[src/rtl/ram_arbiter.sv]
// ram_arbiter: round-robin arbiter that multiplexes N_CORES requesters onto a
// single-port RAM with a registered address (read data one cycle after the
// address is presented).
//
// Ports
//   clk, rst      : clock, asynchronous active-high reset
//   req           : per-core request
//   wrEn          : per-core write qualifier (1 = write, 0 = read)
//   address       : per-core address, core k at [k*ADDR_WIDTH +: ADDR_WIDTH]
//   dataIn        : per-core write data, core k at [k*DATA_WIDTH +: DATA_WIDTH]
//   gnt           : one-hot acceptance pulse, cycle after capture
//   rdValid       : one-hot read-data-valid pulse, two cycles after capture
//   dataOut       : read data broadcast (pass-through of ram_dataOut)
//   ram_wrEn      : RAM write enable
//   ram_address   : RAM address
//   ram_dataIn    : RAM write data
//   ram_dataOut   : RAM read data
module ram_arbiter #(
   parameter int DATA_WIDTH = 12,
   parameter int DEPTH      = 256,
   parameter int ADDR_WIDTH = $clog2(DEPTH),
   parameter int N_CORES    = 4
) (
   input  logic                            clk,
   input  logic                            rst,
   input  logic [N_CORES-1:0]              req,
   input  logic [N_CORES-1:0]              wrEn,
   input  logic [N_CORES*ADDR_WIDTH-1:0]   address,
   input  logic [N_CORES*DATA_WIDTH-1:0]   dataIn,
   output logic [N_CORES-1:0]              gnt,
   output logic [N_CORES-1:0]              rdValid,
   output logic [DATA_WIDTH-1:0]           dataOut,
   output logic                            ram_wrEn,
   output logic [ADDR_WIDTH-1:0]           ram_address,
   output logic [DATA_WIDTH-1:0]           ram_dataIn,
   input  logic [DATA_WIDTH-1:0]           ram_dataOut
);

   localparam int PW = (N_CORES > 1) ? $clog2(N_CORES) : 1;

   logic [PW-1:0] ptr;
   logic [PW-1:0] win;
   logic [PW-1:0] ptr_nxt;
   logic          win_vld;

   // Slot registers: the captured access lives directly in the RAM-facing
   // output registers; only the winner index and read flag are kept aside
   // so the read can be steered to rdValid one cycle later.
   logic [PW-1:0] slot_idx;
   logic          slot_rd;
   logic          slot_vld;

   // Round-robin search starting at ptr, wrapping at N_CORES.
   always_comb begin
      int j;
      win     = '0;
      win_vld = 1'b0;
      j       = 0;
      for (int i = 0; i < N_CORES; i++) begin
         j = int'(ptr) + i;
         if (j >= N_CORES) j = j - N_CORES;
         if (!win_vld && req[j]) begin
            win_vld = 1'b1;
            win     = PW'(j);
         end
      end
   end

   always_comb begin
      ptr_nxt = win + 1'b1;
      if (int'(win) == N_CORES - 1) ptr_nxt = '0;
   end

   always_ff @(posedge clk or posedge rst) begin
      if (rst) begin
         ptr         <= '0;
         gnt         <= '0;
         rdValid     <= '0;
         ram_wrEn    <= 1'b0;
         ram_address <= '0;
         ram_dataIn  <= '0;
         slot_idx    <= '0;
         slot_rd     <= 1'b0;
         slot_vld    <= 1'b0;
      end else begin
         gnt      <= '0;
         ram_wrEn <= 1'b0;
         slot_vld <= win_vld;
         if (win_vld) begin
            gnt[win]    <= 1'b1;
            ram_wrEn    <= wrEn[win];
            ram_address <= address[int'(win)*ADDR_WIDTH +: ADDR_WIDTH];
            ram_dataIn  <= dataIn[int'(win)*DATA_WIDTH +: DATA_WIDTH];
            slot_idx    <= win;
            slot_rd     <= ~wrEn[win];
            ptr         <= ptr_nxt;
         end
         // Read address was presented this cycle; RAM data arrives next
         // cycle, which is when rdValid is high.
         rdValid <= '0;
         if (slot_vld && slot_rd) rdValid[slot_idx] <= 1'b1;
      end
   end

   assign dataOut = ram_dataOut;

endmodule

[config.mk]
export PLATFORM = sky130hd
export DESIGN_NAME = ram_arbiter
export DESIGN_NICKNAME = d
export VERILOG_FILES = /design/src/rtl/ram_arbiter.sv
export SDC_FILE = /design/constraint.sdc
export NUM_CORES = 1
export LEC_CHECK = 0
export CAP_MARGIN = 40
export CORE_MARGIN = 4
export CORE_UTILIZATION = 33
export CTS_CLUSTER_SIZE = 16
export DETAILED_ROUTE_END_ITERATION = 8
export PLACE_DENSITY = 0.81
export SKIP_LAST_GASP = 1
export SYNTH_ARGS = -nofsm -noshare
export SYNTH_HDL_FRONTEND = slang
export SYNTH_SLANG_ARGS = --single-unit
[constraint.sdc]
create_clock -name clk -period 1.8 [get_ports clk]
set_input_delay 0.36 -clock clk [delete_from_list [all_inputs] [get_ports clk]]
set_output_delay 0.36 -clock clk [all_outputs]
set_load 0.02 [all_outputs]
# --- Yosys cells after proc, flatten, opt, wreduce, memory -nomap -nowiden ---
# Index checks and enable logic that the tools add are counted.
word_totals:
  reg_bits: 35
  input_bits: 102
  output_inout_bits: 41
  elab_cells: 77
op_classes:
  addsub: 8
  multipliers: 1
  n_lt_le_gt_ge: 12
  n_eq_ne: 1
  n_shift: 2
  mux: 34
  bitwise: 1
  n_reduce_logical: 9
ops:
  columns: ["cell", "count"]
  rows:
  - ["$lt A32 B4 Y1 const B", 4]
  - ["$mux W32", 4]
  - ["$shiftx A48 B7 Y12", 1]
  - ["$shiftx A32 B6 Y8", 1]
  - ["$mux W1", 16]
  - ["$sub A3 B3 Y4 const B", 3]
  - ["$bmux W1 S2", 5]
  - ["$mux W2", 5]
  - ["$ge A3 B3 Y1 const B", 3]
  - ["$mux W4", 2]
  - ["$add A2 B2 Y3 const B", 2]
  - ["$logic_and A1 B1 Y1", 6]
  - ["$lt A2 B3 Y1 const B", 2]
  - ["$demux W1 S2", 2]
  - ["$ge A2 B1 Y1 const B", 2]
  - ["$mul A2 B2 Y4 const B", 1]
  - ["$sub A2 B3 Y4 const B", 1]
  - ["$add A2 B1 Y3 const B", 1]
  - ["$ge A2 B3 Y1 const B", 1]
  - ["$logic_not A1 Y1", 3]
  - ["$add A2 B1 Y2 const B", 1]
  - ["$eq A2 B1 Y1 const B", 1]
  - ["$not A1 Y1", 1]

# --- Depth between registers and ports, before layout ---
logic_depth:
  depth_word: 20
  depth_mapped: 9
  ltp_nobuf: 7

# --- Worst setup path before layout ---
# Ideal clock, no wire load.
synth_timing:
  kind: "register -> register"
  from: "reg ptr[0]"
  to: "reg ptr[1]"
  setup_time_ps: 117
  arrival_ps: 1600
  slack_ps: 83
  path_stages_with_launch: 10
  n_path_buf: 2
  cell_sequence: "dfrtp_1 > nand2b_1 > a21oi_1 > a21o_1 > buf_2 > clkbuf_1 > inv_1 > ha_1 > nand2_1 > nand2_1"
synth_via:
  elab_chain_cells: 17
  word_cells_on_any_way: 44
  classes_between: "8 x add/sub; 4 x order compare; 1 x eq/ne; 25 x mux; 6 x reduce/logical"
synth_rtl:
  columns: ["element", "line", "source"]
  rows:
  - ["start: declaration", "41", "logic [PW-1:0] ptr;"]
  - ["start signal: assignment", "96", "ptr <= ptr_nxt;"]
  - ["branches (longest 14 deep; another with $sub A3 B3 Y4)", null, null]
  - ["$mux W2 *", "62", "if (!win_vld && req[j]) begin"]
  - ["named net win[1]", "42", "logic [PW-1:0] win;"]
  - ["$add A2 B1 Y2 or $eq A2 B1 Y1 (tied branches)", "70, 71", null]
  - ["$mux W2 *", "71", "if (int'(win) == N_CORES - 1) ptr_nxt = '0;"]
  - ["named net ptr_nxt[1]", "43", "logic [PW-1:0] ptr_nxt;"]
# Mark *: on every way through the listed nets, which the timed path passes. The select of a mux whose other input is x is not followed.
# A chain may end at the register's enable or synchronous reset.

# --- Final worst setup path ---
layout_timing:
  from: "in req[2]"
  to: "reg slot_rd"
layout_via:
  elab_chain_cells: 16
  word_cells_on_any_way: 29
  classes_between: "22 x mux; 1 x bitwise; 6 x reduce/logical"
layout_rtl:
  columns: ["element", "line", "source"]
  rows:
  - ["start: declaration", "26", "input logic [N_CORES-1:0] req,"]
  - ["$bmux W1 S2", "62", null]
  - ["$mux W1 (implied by the code) (2 in series)", "62", null]
  - ["$mux W1", "62", null]
  - ["$logic_not A1 Y1", "62", null]
  - ["$logic_and A1 B1 Y1", "62", null]
  - ["$mux W1", "62", null]
  - ["$logic_not A1 Y1", "62", null]
  - ["$logic_and A1 B1 Y1", "62", null]
  - ["$mux W1", "62", null]
  - ["$logic_not A1 Y1", "62", null]
  - ["$logic_and A1 B1 Y1", "62", null]
  - ["$mux W2", "62", null]
  - ["$bmux W1 S2", "95", "slot_rd <= ~wrEn[win];"]
  - ["$mux W1 (implied by the code)", "95", null]
  - ["$not A1 Y1", "95", null]
  - ["end signal: assignment", "95", null]
  - ["end: declaration", "50", "logic slot_rd;"]
# Parallel ways exist; a longest one is shown, timed or not. The select of a mux whose other input is x is not followed.

==> impl_metrics.json <==
{
  "status": "completed",
  "max_freq_mhz": 564.1,
  "clock-sinks": 35,
  "area_share_of_the_largest_cell_type_after_synthesis_pct": 40.84,
  "cts-root-to-sink-buffers": 2,
  "multi_input_area_um2": 1091,
  "finalSetupViolations": 0,
  "report.final.slew_viol_count": 0,
  "grt_first_pass_wirelength_um": 9673,
  "grt_util_all_layers_pct": 16.03,
  "power.density_nw_per_um2": 1370,
  "floorplan.initialDensity_pct": 33.97,
  "most_frequent_cells_after_synthesis": "sky130_fd_sc_hd__dfrtp_1, sky130_fd_sc_hd__mux2i_1, sky130_fd_sc_hd__a211oi_2, sky130_fd_sc_hd__nor2_1, sky130_fd_sc_hd__nand2_1",
  "post-synth-top-count-cell": "sky130_fd_sc_hd__dfrtp_1",
  "layout_worst_path_cycle_share_pct": 98.49,
  "num_rows": 29,
  "start_kind": "primary input",
  "drv_cap": 0,
  "global_route.usage.met1_pct": 17.84,
  "slew-limit-headroom_pct": 69.38,
  "antenna_found_initial": 0,
  "finalCriticalPeriod_ps": 1773,
  "place_worst_setup_slack_ps": -484.3,
  "portbufs": 118,
  "grt_overflow": 0,
  "n_antenna_cell": 0,
  "min_path_type": "register to register",
  "drt_iter0_markers": 38,
  "tritoncts_clock_tree": "yes",
  "worst_setup_hold_path_clk_slew_ps": 70,
  "critical_path_required_ps": 1960,
  "gp_routability_congestion": 0.8005,
  "yosys.cell_types.count": 31,
  "sequential_cell_area_um2": 875.8,
  "maximum_number_of_pins_on_one_net_before_global_route_repair": 39,
  "cts_buffers": 5,
  "final-hold-violation-count": 0,
  "synth_top_cell_by_area": "sky130_fd_sc_hd__dfrtp_1",
  "vdd_drop_max_mv": 0.8234,
  "timing.final.ws_setup_ps": 27.13,
  "crit_path_end_kind": "register",
  "drc": 0,
  "yosys_warnings": 0,
  "drt_pre_antenna_iters": 4,
  "postCtsSetupRepairBufs": 0,
  "wl_um": 6280,
  "power_leakage_uw": 0.001530,
  "number_of_synthesized_flops_with_an_enable_pin": 0,
  "nets": 428,
  "first_global_vias": 2041,
  "wl_per_cell_um": 15.70,
  "synth_fp_nets": 308,
  "grt_setup_unrepaired": "true",
  "core_area_um2": 6314,
  "post_synth.cell_area_avg_um2": 10.62,
  "mapped_area_um2": 2145,
  "post_dp_hpwl_um": 4792,
  "critical_path_class": "primary input to register",
  "die-width_um": 88.62,
  "fin_util_pct": 56.24,
  "arrival_time_at_the_worst_endpoint_ps": 1940,
  "ios": 143,
  "gr-max-usage-layer": "met2",
  "area_growth_pct": 65.58,
  "critPathMaxFanout": 12,
  "synth-seq-cells": 35,
  "fillerInstances": 587,
  "layout-drive-gt1-share_pct": 17.96,
  "detailroute.via_count": 1980,
  "antenna_left": 0,
  "cts-htree-levels": 2,
  "clk-insertion-delay-late_ps": 280,
  "syn_inst": 202,
  "global_route.usage.met3_pct": 5.400,
  "synthTopCellsByArea": "sky130_fd_sc_hd__dfrtp_1, sky130_fd_sc_hd__mux2i_1, sky130_fd_sc_hd__a211oi_2, sky130_fd_sc_hd__buf_4, sky130_fd_sc_hd__a211oi_1",
  "die-area_um2": 7853,
  "timing.clock.skew_ps": 4.046,
  "detailed_route_vias_per_instance": 4.950,
  "sequential_fraction_of_the_synthesis_area_pct": 40.84,
  "synth_flop_cell": "sky130_fd_sc_hd__dfrtp_1",
  "timing_worst_slew_pin_value_ps": 459.3,
  "clock-root-buffer": "sky130_fd_sc_hd__clkbuf_8",
  "global_route.usage.met2_pct": 28.76,
  "chipHeight_um": 88.62,
  "synth-async-reset-ratio_pct": 100.0
}
## path summary, 6_finish.rpt
| kind | endpoint | from | depth (start not counted) | slack, ps |
|---|---|---|---|---|
| worst max register to register | ram_wrEn | ptr[1] | 5 | 70 |
| worst min register to register | rdValid[1] | slot_idx[1] | 1 | 450 |
| min in group asynchronous | rdValid[2] | rst | 3 | 480 |
| worst max-delay path | slot_rd | req[2] | 6 | 30 |
| max in group asynchronous | ram_address[7] | rst | 3 | 1000 |
| worst min-delay path | rdValid[1] | slot_idx[1] | 1 | 450 |
## cell families (layout without fill, tap and decap cells)
kind of cell | count (synthesis) | in the layout | share of synthesized area [%]
AOI/OAI and AO/OA | 55 | 55 | 23.28
adders and majority gates | 4 | 4 | 2.334
buffers and inverters | 33 | 154 | 9.802
DFF | 35 | 35 | 40.84
muxes | 28 | 28 | 13.13
and+or+nand+nor | 47 | 47 | 10.62
## registers in the layout, summed over array words and instances, names as in the netlist
| register | cells |
|---|---|
| ram_dataIn | 12 |
| ram_wrEn | 1 |
| slot_idx | 2 |
| gnt | 4 |
| rdValid | 4 |
| slot_vld | 1 |
| ram_address | 8 |
| ptr | 2 |
| slot_rd | 1 |
## worst max-delay path, stage by stage
cell and delay [ps]:
sky130_fd_sc_hd__clkdlybuf4s50_1 440, sky130_fd_sc_hd__a221o_2 480, sky130_fd_sc_hd__buf_6 180, sky130_fd_sc_hd__a21bo_1 190, sky130_fd_sc_hd__a21oi_1 230, sky130_fd_sc_hd__a211oi_2 60
## final cells by class
cell class	count	area share, %
Timing Repair Buffer	138	38.30
Multi-Input combinational cell	134	30.73
Sequential cell	35	24.67
Tap cell	77	2.713
Clock buffer	6	2.044
Inverter	8	1.198
Clock inverter	2	0.3524
## repair_timing
item | 4_1_cts | 5_1_grt
hold endpoints to repair | 0 | 0
pin swaps | 2 | 4
hold buffers | 0 | 0
endpoints found under the setup margin | 25 | 12
resized for setup | 7 | 6
## layout by cell type, fill, tap and decap left out, types with 5 or more instances in the layout
cell type / instances
sky130_fd_sc_hd__nor2_1: 16
sky130_fd_sc_hd__a21boi_1: 7
sky130_fd_sc_hd__nand2_1: 13
sky130_fd_sc_hd__clkbuf_8: 5
sky130_fd_sc_hd__a211oi_1: 6
sky130_fd_sc_hd__dfrtp_1: 35
sky130_fd_sc_hd__and3_1: 5
sky130_fd_sc_hd__buf_4: 16
sky130_fd_sc_hd__and2_1: 5
sky130_fd_sc_hd__o221ai_1: 7
sky130_fd_sc_hd__inv_1: 5
sky130_fd_sc_hd__a211oi_2: 21
sky130_fd_sc_hd__mux2i_1: 27
sky130_fd_sc_hd__clkdlybuf4s50_1: 115
## stage by stage
step / hold WS [ps] / instances / setup TNS [ps] / cell area, um2 / total power, uW
4_1_cts: 457.9 / 400 / 0 / 3525 / 4889
5_1_grt: 471.9 / 400 / -156.9 / 3551 / 5188
6_report: 454.4 / 400 / 0 / 3551 / 4866
2_1_floorplan: 424.8 / 202 / 0 / 2145 / 3096
3_5_place_dp: 445.8 / 392 / -11040 / 3428 / 4279
3_3_place_gp: 437.0 / 392 / -10000 / 3428 / 4214
## routing by layer
metal	wire length, um	up-vias
met1	2455	941
met4	62	0
met2	3240	71
met5	0	-
met3	521	7
li1	-	961
## where the power goes
part	total [uW]	switching, uW	internal (uW)
registers	1340	188	1150
logic	2970	1490	1480
clock network	558	287	270
Note: power is estimated with default switching activity, not from simulation.
==> patch: new RTL, same flow settings <==
Change the parameter `N_CORES` from 4 to 8.
--- a/src/rtl/ram_arbiter.sv
+++ b/src/rtl/ram_arbiter.sv
@@ -20,5 +20,5 @@
    parameter int DEPTH      = 256,
    parameter int ADDR_WIDTH = $clog2(DEPTH),
-   parameter int N_CORES    = 4
+   parameter int N_CORES    = 8
 ) (
    input  logic                            clk,
Interface: changed (6 resized); port bits go from 143 to 239. The function was not compared with the original's and may differ.
==> patch against the original RTL <==
  * The flow now finishes with violations (setup timing)
  * Critical path type is now register to register
  * First-iteration DRC count grew to 5.3 times the old value
  * Maximum frequency is 50% lower
  * Worst setup slack worse by 1.7 ns
  * Sequential cell count is 10 higher
  * Final area is 120% higher
  * Wire length grew to 2.6 times the old value
  * Area after synthesis is 90% higher
Power is not shown: default switching activity piles up to over one toggle a cycle in this logic, so the estimate is an artifact.
==> patch: results (changes against the original RTL) <==
- The pin count of the biggest net entering global routing was 46 (+18%).
- The final number of setup-violating endpoints is 37 (+37).
- The highest fanout seen on the critical path was 7 (-5).
- The count of nets after finishing is 912 (+110%).
- The filler cell count in the final layout was 934 (+59%).
- The sum of negative setup slack is -57.37 ns (-57.37 ns).
- The worst-case setup margin in the final layout came to -1.711 ns (-1.738 ns).
- The synthesized net count is 619 (+100%).
- After synthesis, the most frequently instantiated cells are 114 x sky130_fd_sc_hd__mux2i_1, 45 x sky130_fd_sc_hd__dfrtp_1, 38 x sky130_fd_sc_hd__nand2_1, 29 x sky130_fd_sc_hd__nor2_1, 20 x sky130_fd_sc_hd__buf_4.
- The placer's final routability congestion estimate is 0.8948 (+12%).
- The maximum single-stage delay on the critical path came to 0.58 ns (+0.10 ns).
- The hold slack is 0.4152 ns (-0.03928 ns).
- Tracing the worst setup path back leads to its startpoint at ptr[0]$_DFFE_PP0P_.
- The checks that failed: setup timing.
- The sequential fraction of the synthesis area is 27.68% (-13 points).
- The run finished, with violations left.
- The signal arrival time at the worst endpoint is 3.68 ns (+1.74 ns).
- The via count of the first global-routing pass is 4977 (+140%).
- The total detailed-routing wirelength came to 16.25 mm (+160%).
- The number of library cell types mapped by synthesis is 57 (+84%).
- The gate family responsible for the most delay along the worst path is multiplexers.
- The share of post-route cells with drive strength above 1 was 27.60% (+9.6 points).
- The worst-case clock skew is 0.008792 ns (+0.004746 ns).
- The first-pass GRT wire length was 24.95 mm (+160%).
- The via count is 4562 (+130%).
- The path class of the tightest hold or removal check is input port to asynchronous set/reset pin.
[patch: cell types whose count changed after synthesis, sizes merged, moves of 7 or more]
cell    change
a211oi     -19
o21ai      +10
mux2i      +87
nor3        +7
nor2       +13
a211o       +8
mux2        +8
a21o        +9
dfrtp      +10
mux4        +7
buf        +14
a21boi      -7
nand2      +23
[patch: kinds of logic after synthesis]
group           count (synthesis)
buf+inv                        49
compound gates                 87
simple gates                  108
fa+ha+maj                       2
mux                           130
flops                          45
xor+xnor                        6
[patch: how the worst max path moves through the flow]
stage	end	slack, ns	cells past startpoint
after floorplan	ram_address[5]$_DFFE_PP0P_	-1.65	16
after global placement	slot_rd$_DFFE_PP0P_	-1.90	12
after detailed placement	ram_dataIn[8]$_DFFE_PP0P_	-1.95	11
after CTS	ram_address[2]$_DFFE_PP0P_	-1.65	13
after global routing	ram_wrEn$_DFF_PP0_	-1.82	13
final	ram_address[2]$_DFFE_PP0P_	-1.71	13
[patch: what timing repair did]
item | in CTS | in global routing
gates cloned | 1 | 1
pin swaps | 14 | 11
setup buffers | 13 | 13
endpoints found under the setup margin | 37 | 37
resized for setup | 40 | 41
[patch: worst reg2reg max path: cells and delay by family, from the launching register on]
family / cells / cell delay (ns)
buffers and inverters: 3 / 0.40
and+or+nand+nor: 2 / 0.27
muxes: 3 / 1.13
adders and majority gates: 1 / 0.32
AOI/OAI and AO/OA: 4 / 0.80
DFF: 1 / 0.45
[patch: per-stage QoR]
step	area, µm²	setup WS [ns]
detailed placement	6980	-1.952
finish	7756	-1.711
global placement	6980	-1.902
floorplan	4217	-1.648
global route	7756	-1.822
CTS	7491	-1.655
[patch: metal layers]
metal,up-vias,share of wire (%),global-route usage [%]
li1,2169,-,-
met1,2177,39,24.95
met2,177,52,40.09
met3,39,5.7,4.511
met4,0,3.2,7.241
met5,-,0,0
[patch: final cells by class]
cell class | count | area (µm²) | area share (%)
clock inverter | 3 | 46.29 | 0.5969
timing repair buffer | 325 | 3193 | 41.17
multi-input combinational | 333 | 3004 | 38.73
clock buffer | 5 | 125.1 | 1.613
tap | 168 | 210.2 | 2.710
sequential | 45 | 1127 | 14.53
inverter | 10 | 50.05 | 0.6453
